--- src/rtl/motor_pwm.sv ---
// motor_pwm: single-channel PWM motor driver with direction-reversal blanking.
// A signed 16-bit speed command is turned into a duty count (saturated to
// PWM_TOP) and a direction bit. Duty only changes at the period wrap, and a
// change of direction passes through a DEAD interval of DEAD_CYC cycles with
// pwm held low. All outputs are registered.
// Optional feature: define MOTOR_PWM_DEADBAND_EN to force commands whose
// magnitude is below DEADBAND to duty 0 with the direction held.
module motor_pwm #(
    parameter int PWM_TOP  = 1000,
    parameter int DEAD_CYC = 20,
    parameter int DEADBAND = 50
) (
    input  logic        clk,
    input  logic        rst,
    input  logic        enable,
    input  logic [15:0] Motor,
    input  logic        motor_vld,
    output logic        pwm,
    output logic        dir,
    output logic        period_start,
    output logic [15:0] duty
);

    typedef enum logic [1:0] {
        IDLE = 2'd0,
        RUN  = 2'd1,
        DEAD = 2'd2
    } state_t;

    localparam logic [15:0] CNT_LAST  = 16'(PWM_TOP - 1);
    localparam logic [16:0] TOP_MAG   = 17'(PWM_TOP);
    localparam logic [7:0]  DEAD_LAST = 8'(DEAD_CYC - 1);

    state_t      state, state_d;
    logic [15:0] cnt, cnt_d;
    logic [7:0]  dead_cnt, dead_d;
    logic [15:0] cmd_reg, cmd_d;
    logic [15:0] duty_d;
    logic        dir_d;
    logic        pwm_d;
    logic        start_d;

    // Command evaluation signals
    logic [15:0] cmd_eff;
    logic [16:0] cmd_ext;
    logic [16:0] mag;
    logic [15:0] duty_req;
    logic        dir_req;
    logic        wrap;

    // Turn the effective command (a same-cycle capture wins) into a requested duty and direction
    always_comb begin
        // NOTE: every combinational output gets a default first so no path can infer a latch.
        cmd_eff  = motor_vld ? Motor : cmd_reg;
        cmd_ext  = {cmd_eff[15], cmd_eff};
        mag      = cmd_eff[15] ? (17'd0 - cmd_ext) : cmd_ext;
        duty_req = (mag > TOP_MAG) ? TOP_MAG[15:0] : mag[15:0];
        dir_req  = (cmd_eff == 16'd0) ? dir : ~cmd_eff[15];
`ifdef MOTOR_PWM_DEADBAND_EN
        if (mag < 17'(DEADBAND)) begin
            duty_req = 16'd0;
            dir_req  = dir;
        end
`endif
    end

    assign wrap = (cnt == CNT_LAST);

    // State register and datapath registers
    always_ff @(posedge clk) begin
        // NOTE: sequential state uses non-blocking assignments so every register samples pre-edge values.
        if (rst) begin
            state        <= IDLE;
            cnt          <= 16'd0;
            dead_cnt     <= 8'd0;
            cmd_reg      <= 16'd0;
            duty         <= 16'd0;
            dir          <= 1'b1;
            pwm          <= 1'b0;
            period_start <= 1'b0;
        end else begin
            state        <= state_d;
            cnt          <= cnt_d;
            dead_cnt     <= dead_d;
            cmd_reg      <= cmd_d;
            duty         <= duty_d;
            dir          <= dir_d;
            pwm          <= pwm_d;
            period_start <= start_d;
        end
    end

    // Next-state and next-datapath decode
    always_comb begin
        state_d = state;
        cnt_d   = cnt;
        dead_d  = dead_cnt;
        duty_d  = duty;
        dir_d   = dir;
        cmd_d   = cmd_eff;

        if (!enable) begin
            state_d = IDLE;
            cnt_d   = 16'd0;
            dead_d  = 8'd0;
        end else begin
            case (state)
                IDLE: begin
                    state_d = RUN;
                    cnt_d   = 16'd0;
                    duty_d  = duty_req;
                    dir_d   = dir_req;
                end
                RUN: begin
                    if (wrap) begin
                        cnt_d = 16'd0;
                        if (dir_req != dir) begin
                            state_d = DEAD;
                            dead_d  = 8'd0;
                        end else begin
                            duty_d = duty_req;
                        end
                    end else begin
                        cnt_d = cnt + 16'd1;
                    end
                end
                DEAD: begin
                    if (dead_cnt == DEAD_LAST) begin
                        state_d = RUN;
                        dead_d  = 8'd0;
                        cnt_d   = 16'd0;
                        dir_d   = ~dir;
                        duty_d  = duty_req;
                    end else begin
                        dead_d = dead_cnt + 8'd1;
                    end
                end
                default: begin
                    state_d = IDLE;
                    cnt_d   = 16'd0;
                    dead_d  = 8'd0;
                end
            endcase
        end
    end

    // Output decode from the next state so the registered outputs line up with cnt
    always_comb begin
        pwm_d   = (state_d == RUN) && (cnt_d < duty_d);
        start_d = (state_d == RUN) && (cnt_d == 16'd0);
    end

endmodule

--- config.mk ---
export PLATFORM = sky130hd
export DESIGN_NAME = motor_pwm
export DESIGN_NICKNAME = d
export VERILOG_FILES = /design/src/rtl/motor_pwm.sv
export SDC_FILE = /design/constraint.sdc
export NUM_CORES = 1
export LEC_CHECK = 0
export CAP_MARGIN = 25
export CORE_UTILIZATION = 40
export CTS_CLUSTER_DIAMETER = 60
export DETAILED_ROUTE_END_ITERATION = 12
export GPL_ROUTABILITY_DRIVEN = 0
export PLACE_DENSITY = 0.64
export RECOVER_POWER = 100
export SYNTH_ARGS = -nofsm -noshare
export SYNTH_HDL_FRONTEND = slang
export SYNTH_SLANG_ARGS = --single-unit
export TNS_END_PERCENT = 5
--- constraint.sdc ---
create_clock -name clk -period 12.01 [get_ports clk]
set_clock_uncertainty 0.1 [all_clocks]
set_input_delay 1.201 -clock clk [delete_from_list [all_inputs] [get_ports clk]]
set_output_delay 1.201 -clock clk [all_outputs]
set_load 0.02 [all_outputs]
==> flow_metrics.py, run 1 <==
metrics = {
    "run_status": {
        "outcome": "finished with violations",
        "violations": "max-capacitance violations, max-slew violations",
    },
    "final_layout": {
        "fin_util": 0.478,
        "final_common_cell": "dfxtp_1",
        "final_cells": 664,
        "num_antenna_cells": 0,
        "fillCellCount": 997,
        "syn2layout_area_growth_pct": 14.8,
        "drive_above_1_share": 0.0546,
        "final_cell_mix": "61 x dfxtp_1, 51 x nor2_1, 35 x nand2_1",
        "layout.nets": 568,
    },
    "routing": {
        "vias_per_cell": 5.77,
        "wirelength_microns": 10400,
        "vias": 3830,
        "wire_per_inst_microns": 15.7,
        "drt-initial-drc-count": 157,
        "antenna_left": 0,
        "first_pass_iters": 4,
        "drc": 0,
    },
    "synth": {
        "ys_ff_latch": 61,
        "synth-edff-count": 0,
        "ys_types": 72,
        "synthFlopType": "dfxtp_1",
        "avgSynthCellArea_sq_um": 8.21,
        "syn-num-nets": 540,
        "syn-cell-area_sq_mm": 0.00409,
        "async_reset_ff_frac": 0,
        "yosysSeqAreaShare": 0.299,
        "syn_inst": 498,
        "yosys_warnings": 0,
    },
    "die": {
        "fp.dieW_microns": 103,
        "core_sq_mm": 0.00982,
        "die_area_sq_mm": 0.0106,
        "rows": 36,
        "die_y_microns": 103,
        "ios": 39,
        "start_util": 0.416,
    },
    "clock_network": {
        "cts_resized": 0,
        "post_cts_buffers": 0,
        "cts_tree": "yes",
        "cts.htree.levels": 3,
        "cts-root-buf": "clkbuf_8",
        "clkTransAtPathRegs_ns": 0.07,
        "insertion_delay_ns": 0.33,
        "clk_path_buf_depth": 2,
        "cts.sinks": 61,
        "ctsHoldBuffers": 0,
        "numCtsBuffers": 9,
    },
    "setup_path": {
        "worst_ep_required_time_ns": 12.17,
        "end_kind": "flip-flop",
        "critPathLaunchType": "input pin",
        "crit_path_max_fanout": 41,
        "critical_path_class": "in -> reg",
        "worstPathArrival_ns": 8.33,
    },
    "pwr": {
        "p_seq_frac": 0.462,
        "leakagePower_nw": 1.81,
        "ir_drop_v": 0.0000518,
        "p_comb_frac": 0.187,
        "power.total_mw": 0.465,
        "p_sw_frac": 0.286,
        "powerDensity_mw_per_mm2": 99.0,
        "power.switching_mw": 0.133,
        "p_int_mw": 0.332,
        "p_clk_frac": 0.351,
    },
    "sta": {
        "slew_viol_final": 106,
        "layout_setup_ws_ns": 3.84,
        "hold_viol": 0,
        "min_period_ns": 8.17,
        "rsz0062_at_grt": "false",
        "worst_pin_slew_ns": 1.90,
        "tns_ns": 0,
        "fmax_mhz": 122,
        "finalCritPeriodShare": 0.680,
        "setup_violations": 0,
        "relSlewSlack": -0.267,
    },
    "global_routing": {
        "antenna_found_initial": 0,
        "grt.total_usage": 0.211,
        "gr-total-overflow": 0,
        "grt_max_degree": 42,
        "grt_pass1_vias": 3587,
        "grt_pass1_wl_microns": 17300,
    },
    "placement": {
        "hpwl_microns": 7730,
        "placed_cells": 648,
        "pre_cts_ws_ns": 5.68,
        "io_buffers": 38,
    },
    "worst_hold_path": {
        "hp-class": "reg -> reg",
    },
    "run": {
        "maxCapViolCount": 3,
    },
}
[cells in the mapped netlist (9+ instances only)]
cell	n	area, sq um
nand3_1	13	65.1
o31ai_1	11	82.6
nor2b_1	12	75.1
o21ai_0	26	130
and2_1	18	113
inv_1	19	71.3
ha_1	22	275
clkbuf_1	17	63.8
mux2i_1	19	190
nor3_1	16	80.1
nand2_1	35	131
o211ai_1	9	67.6
a21oi_1	21	105
dfxtp_1	61	1220
nor2_1	51	191
nand4_1	15	93.8
[metrics by stage]
| stage | hold slack, ns | cell area [sq um] |
|---|---|---|
| floorplan | 0.380 | 4090 |
| global placement | 0.362 | 4560 |
| global route | 0.400 | 4690 |
| finish | 0.367 | 4690 |
| detailed placement | 0.363 | 4560 |
| CTS | 0.373 | 4730 |
[layer usage]
layer  part of all wire  GRT usage
met4              0.010     0.0553
met1               0.45      0.260
met2               0.49      0.368
met5                  0          0
met3              0.047     0.0488
[logic make-up (layout without fill, tap and decap cells)]
family | count (synthesis) | count (layout) | synth area share
and+or+nand+nor | 208 | 208 | 0.276
AOI/OAI and AO/OA | 127 | 127 | 0.228
DFF | 61 | 61 | 0.299
buffers and inverters | 44 | 77 | 0.0444
adders and majority gates | 22 | 22 | 0.0674
muxes | 22 | 22 | 0.0548
xor gates and xnor gates | 14 | 14 | 0.0300
[critical path, stage by stage]
cell and delay [ns]:
dlygate4sd3_1 0.52, clkbuf_1 1.36, mux2i_1 0.55, ha_1 0.30, nor4b_1 0.67, nor2_1 0.20, nor4_1 0.84, o221ai_1 0.91
a22oi_1 0.45, ha_1 0.30, a21o_1 0.18, a21o_1 0.17, a21oi_1 0.19, nand2_1 0.07, nor2_1 0.12, nand3_1 0.09
o211ai_1 0.18
[power groups by stage]
stage / registers (mW) / clock network, mW / logic, mW
2_1_floorplan: 0.221 / 0 / 0.0579
3_3_place_gp: 0.219 / 0 / 0.0878
3_5_place_dp: 0.219 / 0 / 0.0887
4_1_cts: 0.215 / 0.171 / 0.0891
5_1_grt: 0.215 / 0.177 / 0.0962
6_report: 0.215 / 0.163 / 0.0869
[layout make-up]
type,instances,area [sq um],area share
flip-flops and latches,61,1220,0.260
inverters,19,71.3,0.0152
clock buffers,15,166,0.0355
well taps,133,166,0.0355
multi-input cells,393,2660,0.567
repair buffers,42,403,0.0859
clock inverters,1,5.00,0.00107
[worst paths after layout]
check	start	end	slack [ns]	cells after the start
worst max-delay path	motor_vld	pwm	3.84	17
worst min register to register	duty[15]	duty[15]	0.37	2
worst min-delay path	duty[15]	duty[15]	0.37	2
worst max register to register	cmd_reg[0]	pwm	6.47	15
Note: power is estimated with default switching activity, not from simulation.
==> run 2, diff against run 1 <==
PLACE_DENSITY = 0.66   (was 0.64)
clock period = 7 ns   (was 12.01 ns; I/O delays follow)
==> flow_metrics.py, run 2 (same netlist as run 1, synthesis figures left out) <==
metrics = {
    "run_status": {
        "outcome": "finished, final reports clean",
    },
    "setup_path": {
        "reg2reg_setup_slack_ns": 2.15,
        "worst_ep_required_time_ns": 7.18,
        "critPathSlowestCell": "dlygate4sd3_1",
        "worstPathArrival_ns": 5.86,
        "crit_path_max_fanout": 13,
        "crit_chain": "dlygate4sd3_1, mux2i_1, ha_1, nor4b_1, nor2_1, nor4_4, o311ai_0, a21oi_1, buf_4, o211ai_1, a2bb2oi_1, ha_1, a21o_1, a21o_1, a21oi_1, nand2_1, nor2_1, nand3_1, o211ai_1",
        "critPathMaxStageDelay_ns": 0.71,
        "critPathLaunchType": "input pin",
        "critical_path_class": "in -> reg",
        "end_kind": "flip-flop",
    },
    "routing": {
        "drt-initial-drc-count": 187,
        "wirelength_microns": 10900,
        "vias_per_cell": 5.97,
        "wire_per_inst_microns": 16.4,
        "first_pass_iters": 5,
        "vias": 3962,
        "drc": 0,
        "antenna_left": 0,
    },
    "clock_network": {
        "cts_resized": 0,
        "cts-root-buf": "clkbuf_8",
        "ctsHoldBuffers": 0,
        "cts.htree.levels": 3,
        "clk_path_buf_depth": 2,
        "numCtsBuffers": 9,
        "cts.sinks": 61,
        "clkTransAtPathRegs_ns": 0.07,
        "post_cts_buffers": 0,
        "insertion_delay_ns": 0.36,
        "cts_tree": "yes",
    },
    "pwr": {
        "ir_drop_v": 0.0000835,
        "power.switching_mw": 0.242,
        "power.total_mw": 0.883,
        "p_seq_frac": 0.417,
        "p_sw_frac": 0.274,
        "p_comb_frac": 0.171,
        "p_int_mw": 0.640,
        "p_clk_frac": 0.413,
        "powerDensity_mw_per_mm2": 186,
        "leakagePower_nw": 1.83,
    },
    "placement": {
        "hpwl_microns": 8120,
        "placed_cells": 648,
        "io_buffers": 38,
    },
    "global_routing": {
        "gr-total-overflow": 0,
        "grt_util_met3": 0.0502,
        "gr-max-usage-layer": "met2",
        "use_met2": 0.389,
        "gr-usage-met1": 0.262,
        "grt_pass1_wl_microns": 18400,
        "antenna_found_initial": 0,
        "grt_pass1_vias": 3820,
        "grt.total_usage": 0.224,
        "grt_max_degree": 38,
    },
    "sta": {
        "worst_pin_slew_ns": 1.03,
        "min_period_ns": 5.69,
        "slew_viol_final": 0,
        "relSlewSlack": 0.312,
        "tns_ns": 0,
        "hold_viol": 0,
        "finalCritPeriodShare": 0.812,
        "setup_violations": 0,
        "rsz0062_at_grt": "false",
        "fmax_mhz": 176,
    },
    "die": {
        "core_sq_mm": 0.00982,
        "die_area_sq_mm": 0.0106,
        "rows": 36,
        "die_y_microns": 103,
        "fp.dieW_microns": 103,
        "start_util": 0.416,
        "ios": 39,
    },
    "final_layout": {
        "final_cells": 664,
        "drive_above_1_share": 0.0565,
        "num_antenna_cells": 0,
        "final_common_cell": "dfxtp_1",
        "syn2layout_area_growth_pct": 16.1,
        "fillCellCount": 1015,
        "multi_input_area_sq_mm": 0.00265,
        "seqCellArea_sq_mm": 0.00122,
        "layout.nets": 568,
        "final_cell_mix": "61 x dfxtp_1, 51 x nor2_1, 35 x nand2_1",
    },
    "worst_hold_path": {
        "hp-class": "reg -> reg",
    },
    "run": {
        "maxCapViolCount": 0,
    },
}
==> run 2: cell count changes in the layout (fill, tap and decap cells not counted), sizes merged <==
cell / before / now
clkbuf: 17 / 14
bufinv: 0 / 2
clkdlybuf4s50: 16 / 18
dlygate4sd3: 22 / 20
buf: 2 / 3
clkinv: 1 / 0
clkinvlp: 0 / 1
==> run 2: per-stage QoR <==
stage	instance area, sq um	hold slack, ns	setup slack [ns]	util
after floorplan	4090	0.380	2.36	-
after global placement	4560	0.363	1.69	0.464
after detailed placement	4560	0.353	1.48	0.464
after CTS	4790	0.367	1.84	0.487
after global routing	4740	0.398	0.734	0.483
final	4740	0.362	1.31	0.483
==> run 2: worst paths after layout <==
kind                                  from  endpoint  cells past startpoint
worst min register to register    duty[15]  duty[15]                      2
worst max-delay path             motor_vld       pwm                     19
worst min-delay path              duty[15]  duty[15]                      2
worst max register to register  cmd_reg[0]       pwm                     18
==> run 2: per-layer routing <==
metal / vias up / routed length, microns
met2: 124 / 5380
met4: 0 / 229
met3: 22 / 556
li1: 1918 / -
met5: - / 0
met1: 1898 / 4740
==> run 2: critical path, delay by kind of cell <==
family	cells	cell delay, ns
compound gates	8	1.54
fa+ha+maj	2	0.55
buf+inv	2	0.91
mux	1	0.51
simple gates	6	1.65
==> run 2: final cells by class <==
| class | instances | share of cell area |
|---|---|---|
| Multi-Input combinational cell | 393 | 0.559 |
| Sequential cell | 61 | 0.257 |
| Timing Repair Buffer | 42 | 0.0857 |
| Tap cell | 133 | 0.0351 |
| Clock buffer | 13 | 0.0335 |
| Inverter | 19 | 0.0150 |
| Clock inverter | 3 | 0.0142 |
==> run 2: power by group through the flow <==
| stage | Clock [mW] | Combinational [mW] | Sequential [mW] |
|---|---|---|---|
| after global placement | 0 | 0.150 | 0.376 |
| final | 0.364 | 0.151 | 0.368 |
| after global routing | 0.389 | 0.166 | 0.369 |
| after detailed placement | 0 | 0.153 | 0.376 |
| after CTS | 0.373 | 0.154 | 0.368 |
| after floorplan | 0 | 0.0993 | 0.379 |
==> run 3, diff against run 2 <==
clock period = 4.9 ns   (was 7 ns; I/O delays follow)
==> flow_metrics.py, run 3 (same netlist as run 1, synthesis figures left out) <==
metrics = {
    "setup_path": {
        "critPathLaunch": "motor_vld",
        "critPathCapture": "pwm",
        "worst-r2r-cell-count": 17,
        "critPathLaunchType": "input pin",
        "critical_path_class": "in -> reg",
        "end_kind": "flip-flop",
        "reg2reg_setup_slack_ns": 0.90,
        "r2r-start": "cnt[1]",
        "worst_ep_required_time_ns": 5.07,
        "r2r-end": "pwm",
        "crit_path_max_fanout": 8,
        "worstPathArrival_ns": 4.62,
    },
    "pwr": {
        "p_clk_frac": 0.386,
        "ir_drop_v": 0.000155,
        "p_seq_frac": 0.426,
        "power.switching_mw": 0.343,
        "p_sw_frac": 0.278,
        "power.total_mw": 1.23,
        "p_comb_frac": 0.188,
        "powerDensity_mw_per_mm2": 252,
        "p_int_mw": 0.890,
        "leakagePower_nw": 1.93,
    },
    "sta": {
        "rsz0062_at_grt": "false",
        "hold_viol": 0,
        "finalCritPeriodShare": 0.908,
        "min_period_ns": 4.45,
        "fmax_mhz": 225,
        "worst_pin_slew_ns": 1.80,
        "tns_ns": 0,
        "slew_viol_final": 38,
        "holdWs_ns": 0.365,
        "setup_violations": 0,
        "relSlewSlack": -0.200,
    },
    "routing": {
        "wire_per_inst_microns": 15.4,
        "antenna_left": 0,
        "vias_per_cell": 5.78,
        "drc": 0,
        "drt-initial-drc-count": 123,
        "vias": 3950,
        "wirelength_microns": 10500,
        "first_pass_iters": 5,
    },
    "die": {
        "ios": 39,
        "rows": 36,
        "fp.dieW_microns": 103,
        "die_y_microns": 103,
        "start_util": 0.416,
        "core_sq_mm": 0.00982,
        "die_area_sq_mm": 0.0106,
    },
    "global_routing": {
        "gr-total-overflow": 0,
        "grt_pass1_wl_microns": 17500,
        "grt_pass1_vias": 3704,
        "grt_max_degree": 38,
        "grt.total_usage": 0.213,
        "antenna_found_initial": 0,
    },
    "worst_hold_path": {
        "hp-class": "reg -> reg",
    },
    "placement": {
        "io_buffers": 38,
        "placed_cells": 667,
        "hpwl_microns": 8090,
    },
    "run_status": {
        "outcome": "finished with violations",
        "violations": "max-capacitance violations, max-slew violations",
    },
    "clock_network": {
        "numCtsBuffers": 9,
        "cts_tree": "yes",
        "clk_path_buf_depth": 2,
        "insertion_delay_ns": 0.34,
        "clkTransAtPathRegs_ns": 0.07,
        "cts-root-buf": "clkbuf_8",
        "post_cts_buffers": 0,
        "cts.htree.levels": 3,
        "cts_resized": 0,
        "cts.sinks": 61,
        "ctsHoldBuffers": 0,
    },
    "final_layout": {
        "fin_util": 0.498,
        "drive_above_1_share": 0.0927,
        "num_antenna_cells": 0,
        "final_cells": 683,
        "layout.nets": 587,
        "syn2layout_area_growth_pct": 19.7,
        "final_common_cell": "dfxtp_1",
        "final_cell_mix": "61 x dfxtp_1, 51 x nor2_1, 35 x nand2_1",
        "fillCellCount": 997,
    },
    "run": {
        "maxCapViolCount": 1,
    },
}
==> run 3: worst min-delay path by stage <==
stage	from	cells after the start	end	slack, ns
after floorplan	dead_cnt[7]	2	dead_cnt[7]	0.38
after global placement	duty[15]	2	duty[15]	0.37
after detailed placement	duty[15]	2	duty[15]	0.37
after CTS	duty[15]	2	duty[15]	0.38
after global routing	duty[15]	2	duty[15]	0.40
final	duty[15]	2	duty[15]	0.36
==> run 3: area by class of cell <==
class,count,area [sq um],area share
clock buffer,13,169,0.0345
sequential,61,1220,0.250
inverter,19,71.3,0.0146
clock inverter,3,42.5,0.00870
timing repair buffer,61,546,0.112
tap,133,166,0.0340
multi-input combinational,393,2670,0.547
==> run 3: worst max-delay path: stages <==
cell	delay, ns
clkdlybuf4s50_1	0.62
mux2i_1	0.28
ha_1	0.26
nor4b_2	0.31
nor2_1	0.17
nor4_1	0.29
o221ai_1	0.12
and4b_1	0.43
o211ai_2	0.15
buf_4	0.18
a2bb2oi_1	0.14
ha_1	0.18
a21o_1	0.15
a21o_1	0.17
a21oi_1	0.19
nand2_1	0.09
nor2_1	0.12
nand3_1	0.09
o211ai_1	0.17
==> run 3: through the flow <==
| step | worst slack, ns | area [sq um] |
|---|---|---|
| after global placement | 0.197 | 4700 |
| after detailed placement | 0.0941 | 4700 |
| final | 0.452 | 4890 |
| after global routing | 0.0604 | 4890 |
| after CTS | 0.467 | 4910 |
| after floorplan | 0.469 | 4090 |
==> run 3: power by group through the flow <==
stage                     sequential [mW]  clock (mW)  combinational, mW
after floorplan                     0.542           0              0.142
after global placement              0.537           0              0.231
after detailed placement            0.537           0              0.235
after CTS                           0.526       0.493              0.236
after global routing                0.528       0.511              0.254
final                               0.526       0.476              0.231
==> run 3: per-layer routing <==
layer	track usage	routed length, microns
met5	0	0
met4	0.0639	184
met3	0.0488	642
met2	0.376	5170
met1	0.257	4530
